File: src/rtl/morse_pkg.sv
// +----------------------------------------------------------------------------+
// | morse_pkg                                                                  |
// | Shared constants and state type for the Morse receive path.                |
// | Revision: 1.0                                                              |
// +----------------------------------------------------------------------------+
`default_nettype none

package morse_pkg;

  localparam logic       DOT            = 1'b0;
  localparam logic       DASH           = 1'b1;
  localparam logic [2:0] MAX_LEN        = 3'd7;
  localparam logic [2:0] DASH_UNITS     = 3'd2;
  localparam logic [2:0] CHAR_GAP_UNITS = 3'd2;
  localparam logic [2:0] WORD_GAP_UNITS = 3'd6;
  localparam logic [6:0] SPACE          = 7'd32;

  typedef enum logic [1:0] {
    IDLE = 2'd0,
    MARK = 2'd1,
    GAP  = 2'd2
  } state_t;

endpackage

`default_nettype wire

File: src/rtl/morse_decoder_if.sv
// +----------------------------------------------------------------------------+
// | morse_decoder_if                                                           |
// | Character strobe and debug element bus from the Morse decoder to its sink. |
// | Revision: 1.0                                                              |
// +----------------------------------------------------------------------------+
`default_nettype none

interface morse_decoder_if;
  logic [6:0] ascii_code;
  logic       ascii_valid;
  logic       code_err;
  logic [6:0] morse_code;
  logic [2:0] morse_len;

  modport master (
    output ascii_code, ascii_valid, code_err, morse_code, morse_len
  );

  modport slave (
    input ascii_code, ascii_valid, code_err, morse_code, morse_len
  );
endinterface

`default_nettype wire

File: src/rtl/morse_2_ascii_lut.sv
// +----------------------------------------------------------------------------+
// | morse_2_ascii_lut                                                          |
// | Registered {len, code} -> ASCII table; element 0 sits in code bit 0.        |
// | Revision: 1.0                                                              |
// +----------------------------------------------------------------------------+
`default_nettype none

module morse_2_ascii_lut
  import morse_pkg::*;
(
  input  wire        clk_24,
  input  wire        rst,
  input  wire        i_start,
  input  wire  [6:0] i_code,
  input  wire  [2:0] i_len,
  input  wire        i_ovf,
  output logic [6:0] o_ascii_code,
  output logic       o_ascii_valid,
  output logic       o_code_err
);

  // Returns 0 for any pattern outside the table; no valid character is NUL.
  function automatic logic [6:0] lookup(input logic [2:0] len, input logic [6:0] code);
    logic [6:0] a;
    a = 7'd0;
    case ({len, code})
      10'b001_0000000: a = 7'd69;  10'b001_0000001: a = 7'd84;
      10'b010_0000000: a = 7'd73;  10'b010_0000010: a = 7'd65;
      10'b010_0000001: a = 7'd78;  10'b010_0000011: a = 7'd77;
      10'b011_0000000: a = 7'd83;  10'b011_0000100: a = 7'd85;
      10'b011_0000010: a = 7'd82;  10'b011_0000110: a = 7'd87;
      10'b011_0000001: a = 7'd68;  10'b011_0000101: a = 7'd75;
      10'b011_0000011: a = 7'd71;  10'b011_0000111: a = 7'd79;
      10'b100_0000000: a = 7'd72;  10'b100_0001000: a = 7'd86;
      10'b100_0000100: a = 7'd70;  10'b100_0000010: a = 7'd76;
      10'b100_0000110: a = 7'd80;  10'b100_0001110: a = 7'd74;
      10'b100_0000001: a = 7'd66;  10'b100_0001001: a = 7'd88;
      10'b100_0000101: a = 7'd67;  10'b100_0001101: a = 7'd89;
      10'b100_0000011: a = 7'd90;  10'b100_0001011: a = 7'd81;
      10'b101_0011110: a = 7'd49;  10'b101_0011100: a = 7'd50;
      10'b101_0011000: a = 7'd51;  10'b101_0010000: a = 7'd52;
      10'b101_0000000: a = 7'd53;  10'b101_0000001: a = 7'd54;
      10'b101_0000011: a = 7'd55;  10'b101_0000111: a = 7'd56;
      10'b101_0001111: a = 7'd57;  10'b101_0011111: a = 7'd48;
      10'b101_0000010: a = 7'd38;  10'b101_0001101: a = 7'd40;
      10'b101_0001010: a = 7'd43;  10'b101_0001001: a = 7'd47;
      10'b101_0010001: a = 7'd61;
      10'b110_0110101: a = 7'd33;  10'b110_0010010: a = 7'd34;
      10'b110_0011110: a = 7'd39;  10'b110_0101101: a = 7'd41;
      10'b110_0110011: a = 7'd44;  10'b110_0100001: a = 7'd45;
      10'b110_0101010: a = 7'd46;  10'b110_0000111: a = 7'd58;
      10'b110_0010101: a = 7'd59;  10'b110_0001100: a = 7'd63;
      10'b110_0010110: a = 7'd64;  10'b110_0101100: a = 7'd95;
      10'b111_1001000: a = 7'd36;  10'b111_0000000: a = SPACE;
      default:         a = 7'd0;
    endcase
    return a;
  endfunction

  logic [6:0] w_ascii;
  assign w_ascii = i_ovf ? 7'd0 : lookup(i_len, i_code);

  always_ff @(posedge clk_24) begin
    if (rst) begin
      o_ascii_code  <= 7'd0;
      o_ascii_valid <= 1'b0;
      o_code_err    <= 1'b0;
    end else begin
      o_ascii_valid <= i_start;
      o_code_err    <= i_start && (w_ascii == 7'd0);
      if (i_start) begin
        o_ascii_code <= w_ascii;
      end
    end
  end

endmodule

`default_nettype wire

File: src/rtl/morse_decoder.sv
// +----------------------------------------------------------------------------+
// | morse_decoder                                                              |
// | Times key marks/gaps in Morse units and emits decoded ASCII strobes.       |
// | Option: MORSE_DEC_DEBOUNCE_EN enables the key debounce filter.             |
// | Revision: 1.0                                                              |
// +----------------------------------------------------------------------------+
`default_nettype none

module morse_decoder
  import morse_pkg::*;
#(
  parameter int UNIT_CYCLES     = 1_440_000,
  parameter int DEBOUNCE_CYCLES = 240_000
) (
  input  wire             clk_24,
  input  wire             rst,
  input  wire             key_in,
  morse_decoder_if.master bus
);

  localparam int               c_CNT_W       = $clog2(UNIT_CYCLES + 1);
  localparam logic [c_CNT_W-1:0] c_CNT_LAST  = c_CNT_W'(UNIT_CYCLES - 1);
  localparam logic [c_CNT_W-1:0] c_CNT_START = (UNIT_CYCLES > 1) ? c_CNT_W'(1) : '0;
  localparam logic [2:0]       c_UNITS_START = (UNIT_CYCLES > 1) ? 3'd0 : 3'd1;
  localparam logic [2:0]       c_UNITS_MAX   = 3'd7;

  logic r_sync1, r_sync2, r_key_d, w_key_s, w_edge;

  always_ff @(posedge clk_24) begin
    if (rst) begin
      r_sync1 <= 1'b0;
      r_sync2 <= 1'b0;
    end else begin
      r_sync1 <= key_in;
      r_sync2 <= r_sync1;
    end
  end

`ifdef MORSE_DEC_DEBOUNCE_EN
  localparam int c_DB_W = $clog2(DEBOUNCE_CYCLES + 1);
  logic [c_DB_W-1:0] r_db_cnt;
  logic              r_db_key;

  always_ff @(posedge clk_24) begin
    if (rst) begin
      r_db_cnt <= '0;
      r_db_key <= 1'b0;
    end else if (r_sync2 == r_db_key) begin
      r_db_cnt <= '0;
    end else if (r_db_cnt == c_DB_W'(DEBOUNCE_CYCLES - 1)) begin
      r_db_key <= r_sync2;
      r_db_cnt <= '0;
    end else begin
      r_db_cnt <= r_db_cnt + 1'b1;
    end
  end

  assign w_key_s = r_db_key;
`else
  logic w_unused_db;
  assign w_unused_db = ^DEBOUNCE_CYCLES;
  assign w_key_s     = r_sync2;
`endif

  assign w_edge = w_key_s ^ r_key_d;

  logic [c_CNT_W-1:0] r_unit_cnt;
  logic [2:0]         r_elem_units;
  logic               r_units_inc;
  logic               w_char_end, w_word_end;

  // The edge cycle itself is the first elapsed cycle of the new level, so a
  // level held d cycles reads floor(d/UNIT_CYCLES) units when it ends.
  always_ff @(posedge clk_24) begin
    if (rst) begin
      r_key_d      <= 1'b0;
      r_unit_cnt   <= '0;
      r_elem_units <= 3'd0;
      r_units_inc  <= 1'b0;
    end else begin
      r_key_d     <= w_key_s;
      r_units_inc <= 1'b0;
      if (w_edge || w_word_end) begin
        r_unit_cnt   <= c_CNT_START;
        r_elem_units <= c_UNITS_START;
      end else if (r_unit_cnt == c_CNT_LAST) begin
        r_unit_cnt <= '0;
        if (r_elem_units != c_UNITS_MAX) begin
          r_elem_units <= r_elem_units + 3'd1;
          r_units_inc  <= 1'b1;
        end
      end else begin
        r_unit_cnt <= r_unit_cnt + 1'b1;
      end
    end
  end

  state_t     r_state;
  logic [6:0] r_morse_code;
  logic [2:0] r_morse_len;
  logic       r_ovf, r_word_pend;

  assign w_char_end = (r_state == GAP) && r_units_inc &&
                      (r_elem_units == CHAR_GAP_UNITS) && (r_morse_len != 3'd0);
  assign w_word_end = (r_state == GAP) && r_units_inc &&
                      (r_elem_units == WORD_GAP_UNITS) && r_word_pend;

  always_ff @(posedge clk_24) begin
    if (rst) begin
      r_state      <= IDLE;
      r_morse_code <= 7'd0;
      r_morse_len  <= 3'd0;
      r_ovf        <= 1'b0;
      r_word_pend  <= 1'b0;
    end else begin
      case (r_state)
        IDLE: begin
          if (w_key_s) r_state <= MARK;
        end
        MARK: begin
          if (!w_key_s) begin
            r_state <= GAP;
            if (r_morse_len == MAX_LEN) begin
              r_ovf <= 1'b1;
            end else begin
              r_morse_code[r_morse_len] <= (r_elem_units >= DASH_UNITS) ? DASH : DOT;
              r_morse_len               <= r_morse_len + 3'd1;
            end
          end
        end
        GAP: begin
          if (w_char_end) begin
            r_morse_code <= 7'd0;
            r_morse_len  <= 3'd0;
            r_ovf        <= 1'b0;
            r_word_pend  <= 1'b1;
          end
          if (w_word_end) begin
            r_word_pend <= 1'b0;
            r_state     <= w_key_s ? MARK : IDLE;
          end else if (w_key_s) begin
            r_state <= MARK;
          end
        end
        default: r_state <= IDLE;
      endcase
    end
  end

  // A word end reuses the table entry for seven dots, which maps to space.
  logic       w_lut_start, w_lut_ovf;
  logic [6:0] w_lut_code;
  logic [2:0] w_lut_len;

  assign w_lut_start = w_char_end | w_word_end;
  assign w_lut_code  = w_word_end ? 7'd0 : r_morse_code;
  assign w_lut_len   = w_word_end ? MAX_LEN : r_morse_len;
  assign w_lut_ovf   = w_word_end ? 1'b0 : r_ovf;

  logic [6:0] w_ascii_code;
  logic       w_ascii_valid, w_code_err;

  morse_2_ascii_lut u_lut (
    .clk_24        (clk_24),
    .rst           (rst),
    .i_start       (w_lut_start),
    .i_code        (w_lut_code),
    .i_len         (w_lut_len),
    .i_ovf         (w_lut_ovf),
    .o_ascii_code  (w_ascii_code),
    .o_ascii_valid (w_ascii_valid),
    .o_code_err    (w_code_err)
  );

  assign bus.ascii_code  = w_ascii_code;
  assign bus.ascii_valid = w_ascii_valid;
  assign bus.code_err    = w_code_err;
  assign bus.morse_code  = r_morse_code;
  assign bus.morse_len   = r_morse_len;

endmodule

`default_nettype wire

File: src/flat_wrapper.sv
// flat-port wrapper written by rule: the top's interface ports become plain ports
module morse_decoder_flat import morse_pkg::*;
#(
  parameter int UNIT_CYCLES     = 1_440_000,
  parameter int DEBOUNCE_CYCLES = 240_000
)
  (clk_24, rst, key_in, bus_ascii_code, bus_ascii_valid, bus_code_err, bus_morse_code, bus_morse_len);
  morse_decoder_if bus_i ();
  input  wire clk_24;
  input  wire rst;
  input  wire key_in;
  output wire logic [$bits(bus_i.ascii_code)-1:0] bus_ascii_code;
  output wire logic [$bits(bus_i.ascii_valid)-1:0] bus_ascii_valid;
  output wire logic [$bits(bus_i.code_err)-1:0] bus_code_err;
  output wire logic [$bits(bus_i.morse_code)-1:0] bus_morse_code;
  output wire logic [$bits(bus_i.morse_len)-1:0] bus_morse_len;
  assign bus_ascii_code = bus_i.ascii_code;
  assign bus_ascii_valid = bus_i.ascii_valid;
  assign bus_code_err = bus_i.code_err;
  assign bus_morse_code = bus_i.morse_code;
  assign bus_morse_len = bus_i.morse_len;
  morse_decoder #(.UNIT_CYCLES(UNIT_CYCLES), .DEBOUNCE_CYCLES(DEBOUNCE_CYCLES)) u_core (.clk_24(clk_24), .rst(rst), .key_in(key_in), .bus(bus_i));
endmodule
File: config.mk
export PLATFORM = sky130hd
export DESIGN_NAME = morse_decoder_flat
export DESIGN_NICKNAME = d
export VERILOG_FILES = /design/src/rtl/morse_pkg.sv /design/src/rtl/morse_decoder_if.sv /design/src/rtl/morse_2_ascii_lut.sv /design/src/rtl/morse_decoder.sv /design/src/flat_wrapper.sv
export SDC_FILE = /design/constraint.sdc
export NUM_CORES = 1
export LEC_CHECK = 0
export CAP_MARGIN = 20
export CELL_PAD_IN_SITES_DETAIL_PLACEMENT = 0
export CELL_PAD_IN_SITES_GLOBAL_PLACEMENT = 2
export CORE_MARGIN = 5
export CORE_UTILIZATION = 36
export CTS_CLUSTER_DIAMETER = 100
export DETAILED_ROUTE_END_ITERATION = 8
export GPL_TIMING_DRIVEN = 0
export HOLD_SLACK_MARGIN = 0.03
export PLACE_DENSITY = 0.88
export SETUP_SLACK_MARGIN = 0.15
export SLEW_MARGIN = 20
export SYNTH_ARGS = -nofsm -noshare
export SYNTH_HDL_FRONTEND = slang
export SYNTH_HIERARCHICAL = 1
export SYNTH_SLANG_ARGS = --single-unit
File: constraint.sdc
create_clock -name clk_24 -period 3.89 [get_ports clk_24]
set_input_delay 0.778 -clock clk_24 [delete_from_list [all_inputs] [get_ports clk_24]]
set_output_delay 0.778 -clock clk_24 [all_outputs]
set_load 0.01 [all_outputs]
# Word-level counts from Yosys, hierarchy flattened
# Cells that the tools add are included.
# totals
wordCells,141
out_inout_bits,19
ff_bits,51
in_bits,3
# classes
reduce_logical,20
eq_ne,66
bitwise,3
n_addsub,3
muxes,31
order_cmp,3
# op_table
cell,n
$eq A10 B10 Y1 const B,41
$pmux W7 S55,1
$eq A10 B9 Y1 const B,12
$mux W7,5
$add A21 B1 Y21 const B,1
$eq A21 B21 Y1 const B,1
$eq A10 B8 Y1 const B,2
$pmux W7 S2,1
$mux W1,12
$mux W3,4
$reduce_and A4 Y1,2
$bwmux W7,1
$logic_and A1 B1 Y1,7
$logic_not A7 Y1,1
$add A3 B1 Y3 const B,2
$eq A3 B3 Y1 const B,2
$mux W2,3
$pmux W2 S3,1
$pmux W3 S2,1
$reduce_or A3 Y1,2
$lt A3 B4 Y1 const B,1
$ne A2 B1 Y1 const B,2
$ne A2 B2 Y1 const B,2
$reduce_and A2 Y1,2
16 further kinds,17

# Logic depth before layout (Yosys ltp)
# Gate-level depths: netlist (run 1).
# logic_depth
depth_word,10
mapped_depth,16

# By module
# The synthesis (run 1) kept the hierarchy.
# by_module_without_submodules
mod,n_inst,cells_each,area_each_um2
morse_decoder,1,234,2159.6
morse_2_ascii_lut,1,237,1605.3

# Worst setup path before layout (run 1)
# OpenSTA, ideal clock, no wires.
# synth_path
path_kind,reg-to-reg
from,reg u_core.r_elem_units[0]
to,reg u_core.u_lut.o_code_err
setup_time_ps,96
path_slack_ps,601
required_time_ps,3794
arrival_time_ps,3193
stages_incl_launch_ff,13
cell_sequence,dfxtp_1 inv_1 ha_1 and3_1 and3_1 buf_2 or2_2 and2_1 and4b_1 a31o_1 or4b_1 or4b_1 o41ai_2
# synth_via
elab_chain_len,9
elab_cells_between_ends,69
# synth_rtl
item,line,text
from (decl),morse_decoder.sv:68,logic [2:0] r_elem_units;
from (signal assigned),morse_decoder.sv:85,r_elem_units <= c_UNITS_START;
from (signal assigned),morse_decoder.sv:89,r_elem_units <= r_elem_units + 3'd1;
$eq A3 B3 Y1 (*),morse_decoder.sv:106,(r_elem_units == WORD_GAP_UNITS) && r_word_pend;
$logic_and A1 B1 Y1 (*),morse_decoder.sv:105,assign w_word_end = (r_state == GAP) && r_units_inc &&
$logic_and A1 B1 Y1 (*),morse_decoder.sv:106,
$mux W3 (*),morse_decoder.sv:157,assign w_lut_len = w_word_end ? MAX_LEN : r_morse_len;
via u_core.w_lut_len[1],morse_decoder.sv:153,logic [2:0] w_lut_len;
$eq A10 B10 Y1 (tied with other cells),morse_2_ascii_lut.sv:26,"case ({len, code})"
$pmux W7 S55 (*),morse_2_ascii_lut.sv:26,
$mux W7 (*),morse_2_ascii_lut.sv:61,"assign w_ascii = i_ovf ? 7'd0 : lookup(i_len, i_code);"
$logic_not A7 Y1 (*),morse_2_ascii_lut.sv:70,o_code_err <= i_start && (w_ascii == 7'd0);
$logic_and A1 B1 Y1 (*),morse_2_ascii_lut.sv:70,
to (signal assigned),morse_2_ascii_lut.sv:70,
to (decl),morse_2_ascii_lut.sv:19,output logic o_code_err
# Mark *: on every way through the listed nets, which the timed path passes. The rest lies on a longest branch.
# A chain may end at the register's enable or synchronous reset.

# Worst setup path after layout (run 1)
# Same ends and word-level chain as after synthesis.

==> results of run 1 <==
state kept, by name, summed over array words and instances, names as in the netlist, 2 cells and up:
signal,count
u_core/bus.morse_code,7
u_core/bus.morse_len,3
u_core/r_elem_units,3
u_core/r_state,2
u_core/r_unit_cnt,21
u_core/u_lut/o_ascii_code,7
worst min path at each step:
| stage | start | end | slack (ns) |
|---|---|---|---|
| detailed placement | u_core/r_sync1 | u_core/r_sync2 | 0.43 |
| global placement | u_core/r_sync1 | u_core/r_sync2 | 0.44 |
| floorplan | u_core/r_sync1 | u_core/r_sync2 | 0.41 |
| CTS | u_core/r_sync1 | u_core/r_sync2 | 0.46 |
| finish | u_core/u_lut/o_ascii_code[4] | u_core/u_lut/o_ascii_code[4] | 0.46 |
| global route | u_core/r_sync1 | u_core/r_sync2 | 0.48 |
critical path, stage by stage (launching register included):
cell       delay (ns)
dfxtp_2          0.36
inv_1            0.05
ha_1             0.23
and3_1           0.22
and3_4           0.20
buf_4            0.17
or2_2            0.30
buf_2            0.19
nand2b_1         0.11
nor2_1           0.12
o2bb2ai_1        0.22
or4b_4           0.58
or4b_1           0.58
o41ai_2          0.21
routing by layer:
| layer | vias to the layer above | part of all wire (%) | GRT usage, % |
|---|---|---|---|
| met5 | - | 0 | 0 |
| met4 | 0 | 1.9 | 5.449 |
| met3 | 18 | 5.9 | 2.642 |
| met2 | 131 | 44 | 26.50 |
| met1 | 1745 | 48 | 24.43 |
| li1 | 1847 | - | - |
synthesized netlist by cell type (all sizes together) (5+ instances only):
cell type	n	area, sq um
and3	9	57.56
xnor2	7	61.31
nand2b	10	62.56
ha	7	87.58
dfxtp	51	1021
xor2	12	105.1
clkbuf	9	33.78
buf	25	155.1
nor3b	7	57.55
nor4	6	37.54
a32o	8	80.08
nor2b	26	162.7
nor3	13	65.06
a21oi	26	133.9
or4	10	78.82
and3b	7	61.31
o21ai	20	100.1
nand2	28	105.1
nand3	23	120.1
inv	10	37.54
o32ai	5	43.79
o31ai	12	95.09
nor2	35	133.9
nand4	14	102.6
or2	8	50.05
cell type report:
type,count,area [sq um],share of cell area (%)
tap,136,170.2,3.974
clock buffer,5,68.82,1.607
multi-input combinational,376,2546,59.47
inverter,10,37.54,0.8767
clock inverter,3,26.28,0.6137
timing repair buffer,21,210.2,4.909
buffer,34,197.7,4.617
sequential,51,1025,23.93
what timing repair did:
action	CTS	global route
gates resized for setup	8	12
hold buffers	0	0
endpoints found under the setup margin	2	8
pin swaps	0	0
hold endpoints to repair	0	0
through the flow:
step / instances / utilization [%]
final: 636 / 41.66
after global routing: 636 / 41.66
after CTS: 636 / 41.42
after detailed placement: 628 / 40.33
after global placement: 628 / 40.33
after floorplan: 471 / -
report_power, final:
part | internal (mW) | switching, mW
registers | 0.527 | 0.00540
clock network | 0.133 | 0.194
logic | 0.0210 | 0.0310
placed cells by master (no fill, tap or decap), types with 4 or more instances in the layout:
cell type and count:
xor2_1 12, o32ai_1 5, clkbuf_1 7, a22oi_1 4, xnor2_1 7, nor3_1 13, buf_4 7, nand4_1 13
buf_2 11, dfxtp_1 48, o21ai_0 18, a311o_1 4, nand2b_1 9, a32o_1 8, nor4_1 6, or3_1 4
nor2b_1 22, a31oi_1 4, clkbuf_8 5, or4_1 9, and3b_1 7, o31ai_1 11, o22ai_1 4, clkdlybuf4s50_1 21
nand2_1 28, and3_1 6, or2_2 8, inv_1 10, nor3b_1 6, ha_1 7, nor2_1 34, a21oi_1 25
nand3_1 22
logic make-up after synthesis:
logic type	share of synthesized area (%)
and+or+nand+nor	35.26
AOI/OAI and AO/OA	23.73
DFF	27.12
buffers and inverters	6.015
xor gates and xnor gates	4.420
adders and majority gates	2.326
muxes	1.130
==> metrics, run 1 <==
status finished clean; DP Wirelength 8.284 mm; worst reg-to-reg setup slack about 0.25 ns; Final period util just over 90%; Slew headroom 49.07%; Peak VDD IR 0.1772 mV; RR Startpoint u_core/r_elem_units[0]; Worst-Skew Late Latency 0.31 ns; Antenna Nets Post-Route 0; worst setup path startpoint u_core/r_elem_units[0]; final setup fails 0; ratio of cells with drive above 1 in the final layout 13.60%; Overflow after GRT 0; Avg Inst Size Synth 7.993 sq um; Worst setup endpoint u_core/u_lut/o_code_err; total setup buffers inserted after CTS 0; Design Power 0.9113 mW; clk sinks 51; Setup crit end kind flop; YS warnings 6; Total Nets Final about 500; setup tns final 0 ns; Post-Route WL around 11 mm; design area about 4300 sq um; Syn-to-layout area delta 13.73%; Wirelength per Cell 17.14 um; width of the die 112.3 um; Die Area about 13000 sq um; initial core utilization 36.63%; fillcell total around 1100; synthesized area 3765 sq um; clock slew at reported path FFs 0.11 ns; DR vias ~3700; GRT Total Usage 17.14%; Worst Slack Setup Final 0.2546 ns; worst r2r path cells 13; worst r2r dst u_core/u_lut/o_code_err; sequential share of the synthesized area 27.12%; Least-Margin Pin Slew ~0.76 ns; unrepaired setup endpoints after global routing no; diode count 0; Hold Crit Depth 2; final slew viol count 0; vias in the first global route about 3500; Core ar. about 10000 sq um; CP Class flop to flop; Hold Path Class flop to flop; Rows 37; first-pass GRT wire length ~18 mm; I/O pin total 22; deepest clock path buffer count 2; most common flop cell mapped by yosys dfxtp_1; Max Clock Skew 0.01256 ns; Mapped Cells 471; Iter 0 DRT Violations 227; fin crit period 3.635 ns; GPL Wtd Cong 0.9430; Final Hold Slack 0.4611 ns; Placement Setup Slack 0.02485 ns; max-cap check violation count 0; post-synth cell types between 70 and 80; pwr dens 212.8 nW/um^2; syn_nets a little under 500; Critical Path Source Type flop; worst path required time 4.12 ns; fraction of registers with async set/reset 0%; Residual DRC 0; H-tree depth 2; fmax roughly 280 MHz; CTS tree yes; initial antenna violation count 0; Die Height around 110 um; Worst Path Arrival ~3.9 ns; CTS root buffer clkbuf_8; leakage roughly 1.5 nW; vias per cell 5.882; Post-DP Area 4145 sq um; CTS Buf Count 5; TritonRoute pass-1 iters 5; Synth Register Bits 51; Port Buf Inserts 21; EDFF count, synth 0; largest net degree at the start of global routing 19; Hold Vio Cnt, Final 0; worst-path fanout max 10
Power figures use the tool's default switching activity.
==> inputs of run 2 (changes only) <==
--- a/config.mk
+++ b/config.mk
@@ -16,7 +16,6 @@
 export HOLD_SLACK_MARGIN = 0.03
 export PLACE_DENSITY = 0.88
 export SETUP_SLACK_MARGIN = 0.15
-export SLEW_MARGIN = 20
 export SYNTH_ARGS = -nofsm -noshare
 export SYNTH_HDL_FRONTEND = slang
 export SYNTH_HIERARCHICAL = 1
==> results of run 2 <==
Final layout, timing and power as in run 1 (identical DEF).
==> inputs of run 3 (changes only) <==
--- a/config.mk
+++ b/config.mk
@@ -14,7 +14,8 @@
 export DETAILED_ROUTE_END_ITERATION = 8
 export GPL_TIMING_DRIVEN = 0
 export HOLD_SLACK_MARGIN = 0.03
-export PLACE_DENSITY = 0.88
+export MAX_ROUTING_LAYER = met4
+export PLACE_DENSITY = 0.82
 export SETUP_SLACK_MARGIN = 0.15
 export SYNTH_ARGS = -nofsm -noshare
 export SYNTH_HDL_FRONTEND = slang
==> run 3 against run 2 <==
Design area barely moved. Global-route usage rose by 1.1 points. Clock-buffer cell count did not move. Largest cell class unchanged. Cell count did not move. First-iteration DRC count rose by 16%. Clock skew rose by 0.00090 ns.
==> metrics, run 3 (same netlist as run 1, synthesis figures left out) <==
Final Hold Slack 0.4495 ns (-0.01159 ns); I/O pin total 22 (unchanged); Placement Setup Slack 0.00008527 ns (-0.02476 ns); first-pass GRT wire length 18.74 mm (+3.7%); most frequent cells in the layout dfxtp_1, nor2_1, nand2_1; Critical Path Source Type flop; Rows 37 (unchanged); Residual DRC 0 (unchanged); Max Clock Skew 0.01346 ns (+0.0008998 ns); Peak VDD IR 0.2002 mV (+13%); GPL Wtd Cong 0.9655 (+2.4%); Total Nets Final 509 (unchanged); CTS Hold Bufs 0 (unchanged); Die Height 112.3 um (unchanged); Metal-1 WL 5.457 mm (+4.2%); clock slew at reported path FFs 0.11 ns (about the same); final setup fails 0 (unchanged); status finished clean; Syn-to-layout area delta 13.76% (about the same); fin crit period 3.646 ns (+0.01088 ns); Worst Slack Setup Final 0.2438 ns (-0.01088 ns); Setup crit end kind flop; Final period util 93.73% (+0.28 points); DP Wirelength 8.341 mm (+0.70%); fillcell total 1069 (-2.3%); RR Startpoint u_core/r_elem_units[0]; Hold Vio Cnt, Final 0 (unchanged); deepest clock path buffer count 2 (unchanged); Worst-Skew Late Latency 0.31 ns (about the same); width of the die 112.3 um (unchanged); leakage 1.501 nW (+0.53%); CTS root buffer clkbuf_8; hold wc startpoint u_core/r_sync1; delay of the slowest cell on the worst path 0.57 ns (about the same); top layer in use met4; Slowest-stage cell, CP or4b_1; CP Class flop to flop; Hold Path Class flop to flop; Port Buf Inserts 21 (unchanged); worst-path fanout max 10 (unchanged); Least-Margin Pin Slew 0.8225 ns (+0.06549 ns); largest register by flop count u_core/r_unit_cnt; H-tree depth 2 (unchanged); worst path required time 4.10 ns (-0.02 ns); Overflow after GRT 0 (unchanged); Wirelength per Cell 17.60 um (+2.7%); GRT Total Usage 18.25% (+1.1 points); Die Area 12600 sq um (unchanged); TritonRoute pass-1 iters 5 (unchanged); met2 wire len 4.877 mm (+1.3%); ratio of cells with drive above 1 in the final layout 13.40% (-0.20 points); Core ar. 10280 sq um (unchanged); CTS Buf Count 5 (unchanged); max-cap check violation count 0 (unchanged); Antenna Nets Post-Route 0 (unchanged); Worst Path Arrival 3.86 ns (about the same); commonest non-fill, non-tap cell in the layout dfxtp_1; Slew headroom 44.66% (-4.4 points); routed wl met3 673 um (+5.0%); final slew viol count 0 (unchanged); unrepaired setup endpoints after global routing yes; initial core utilization 36.63% (unchanged); Cell Chain, Critical Path inv_1 -> ha_1 -> and3_1 -> and3_2 -> buf_4 -> or2_2 -> nor4bb_1 -> buf_2 -> nand3_1 -> o22ai_1 -> or4b_4 -> or4b_1 -> o41ai_2; largest net degree at the start of global routing 19 (unchanged); vias in the first global route 3595 (+2.5%); pwr dens 213.9 nW/um^2 (+0.49%); fmax 274.3 MHz (-0.30%); max reg flops 21 (unchanged); diode count 0 (unchanged); CTS tree yes; Iter 0 DRT Violations 264 (+16%); worst setup path startpoint u_core/r_elem_units[0]; DR vias 3799 (+1.6%); vias per cell 5.973 (+1.6%); Post-Route WL 11.19 mm (+2.7%); clk sinks 51 (unchanged); initial antenna violation count 0 (unchanged)
run 3: per-stage QoR:
step	setup TNS, ns	power [mW]	instances	instance area (sq um)	utilization [%]
5_1_grt	0	0.9571	636	4283	41.67
2_1_floorplan	0	0.5800	471	3765	-
4_1_cts	0	0.9289	636	4248	41.33
3_3_place_gp	-0.02737	0.5959	628	4145	40.33
3_5_place_dp	0	0.5963	628	4145	40.33
6_report	0	0.9161	636	4283	41.67
run 3: routing by layer:
| layer | up-vias | global-route usage (%) |
|---|---|---|
| li1 | 1837 | - |
| met1 | 1801 | 26.05 |
| met2 | 145 | 27.02 |
| met3 | 16 | 2.534 |
| met4 | 0 | 4.808 |
| met5 | - | - |
run 3: repair_timing:
action / CTS / global route
buffers inserted: 0 / 0
gates resized for setup: 4 / 16
endpoints found under the setup margin: 2 / 8
run 3: path summary, 6_finish.rpt:
check,endpoint,slack [ns],cells past startpoint
hold reg to reg,u_core/r_sync2,0.45,1
hold / removal,u_core/r_sync2,0.45,1
setup / recovery,u_core/u_lut/o_code_err,0.24,13
setup reg to reg,u_core/u_lut/o_code_err,0.24,13
run 3: where the power goes:
group / switching [mW] / internal [mW]
registers: 0.00568 / 0.527
logic: 0.0318 / 0.0209
clock network: 0.197 / 0.134
total: 0.235 / 0.681
run 3: final cells by class:
cell class / count / area (sq um) / share of cell area, %
Clock buffer: 5 / 68.82 / 1.607
Tap cell: 136 / 170.2 / 3.973
Clock inverter: 3 / 28.78 / 0.6719
Sequential cell: 51 / 1023 / 23.90
Buffer: 34 / 198.9 / 4.645
Inverter: 10 / 37.54 / 0.8764
Timing Repair Buffer: 21 / 210.2 / 4.908
Multi-Input combinational cell: 376 / 2545 / 59.42
run 3: critical path, delay by kind of cell, from the launching register on:
kind	cells	cell delay, ns
flops	1	0.35
compound gates	2	0.33
buf+inv	3	0.45
simple gates	7	2.19
fa+ha+maj	1	0.23
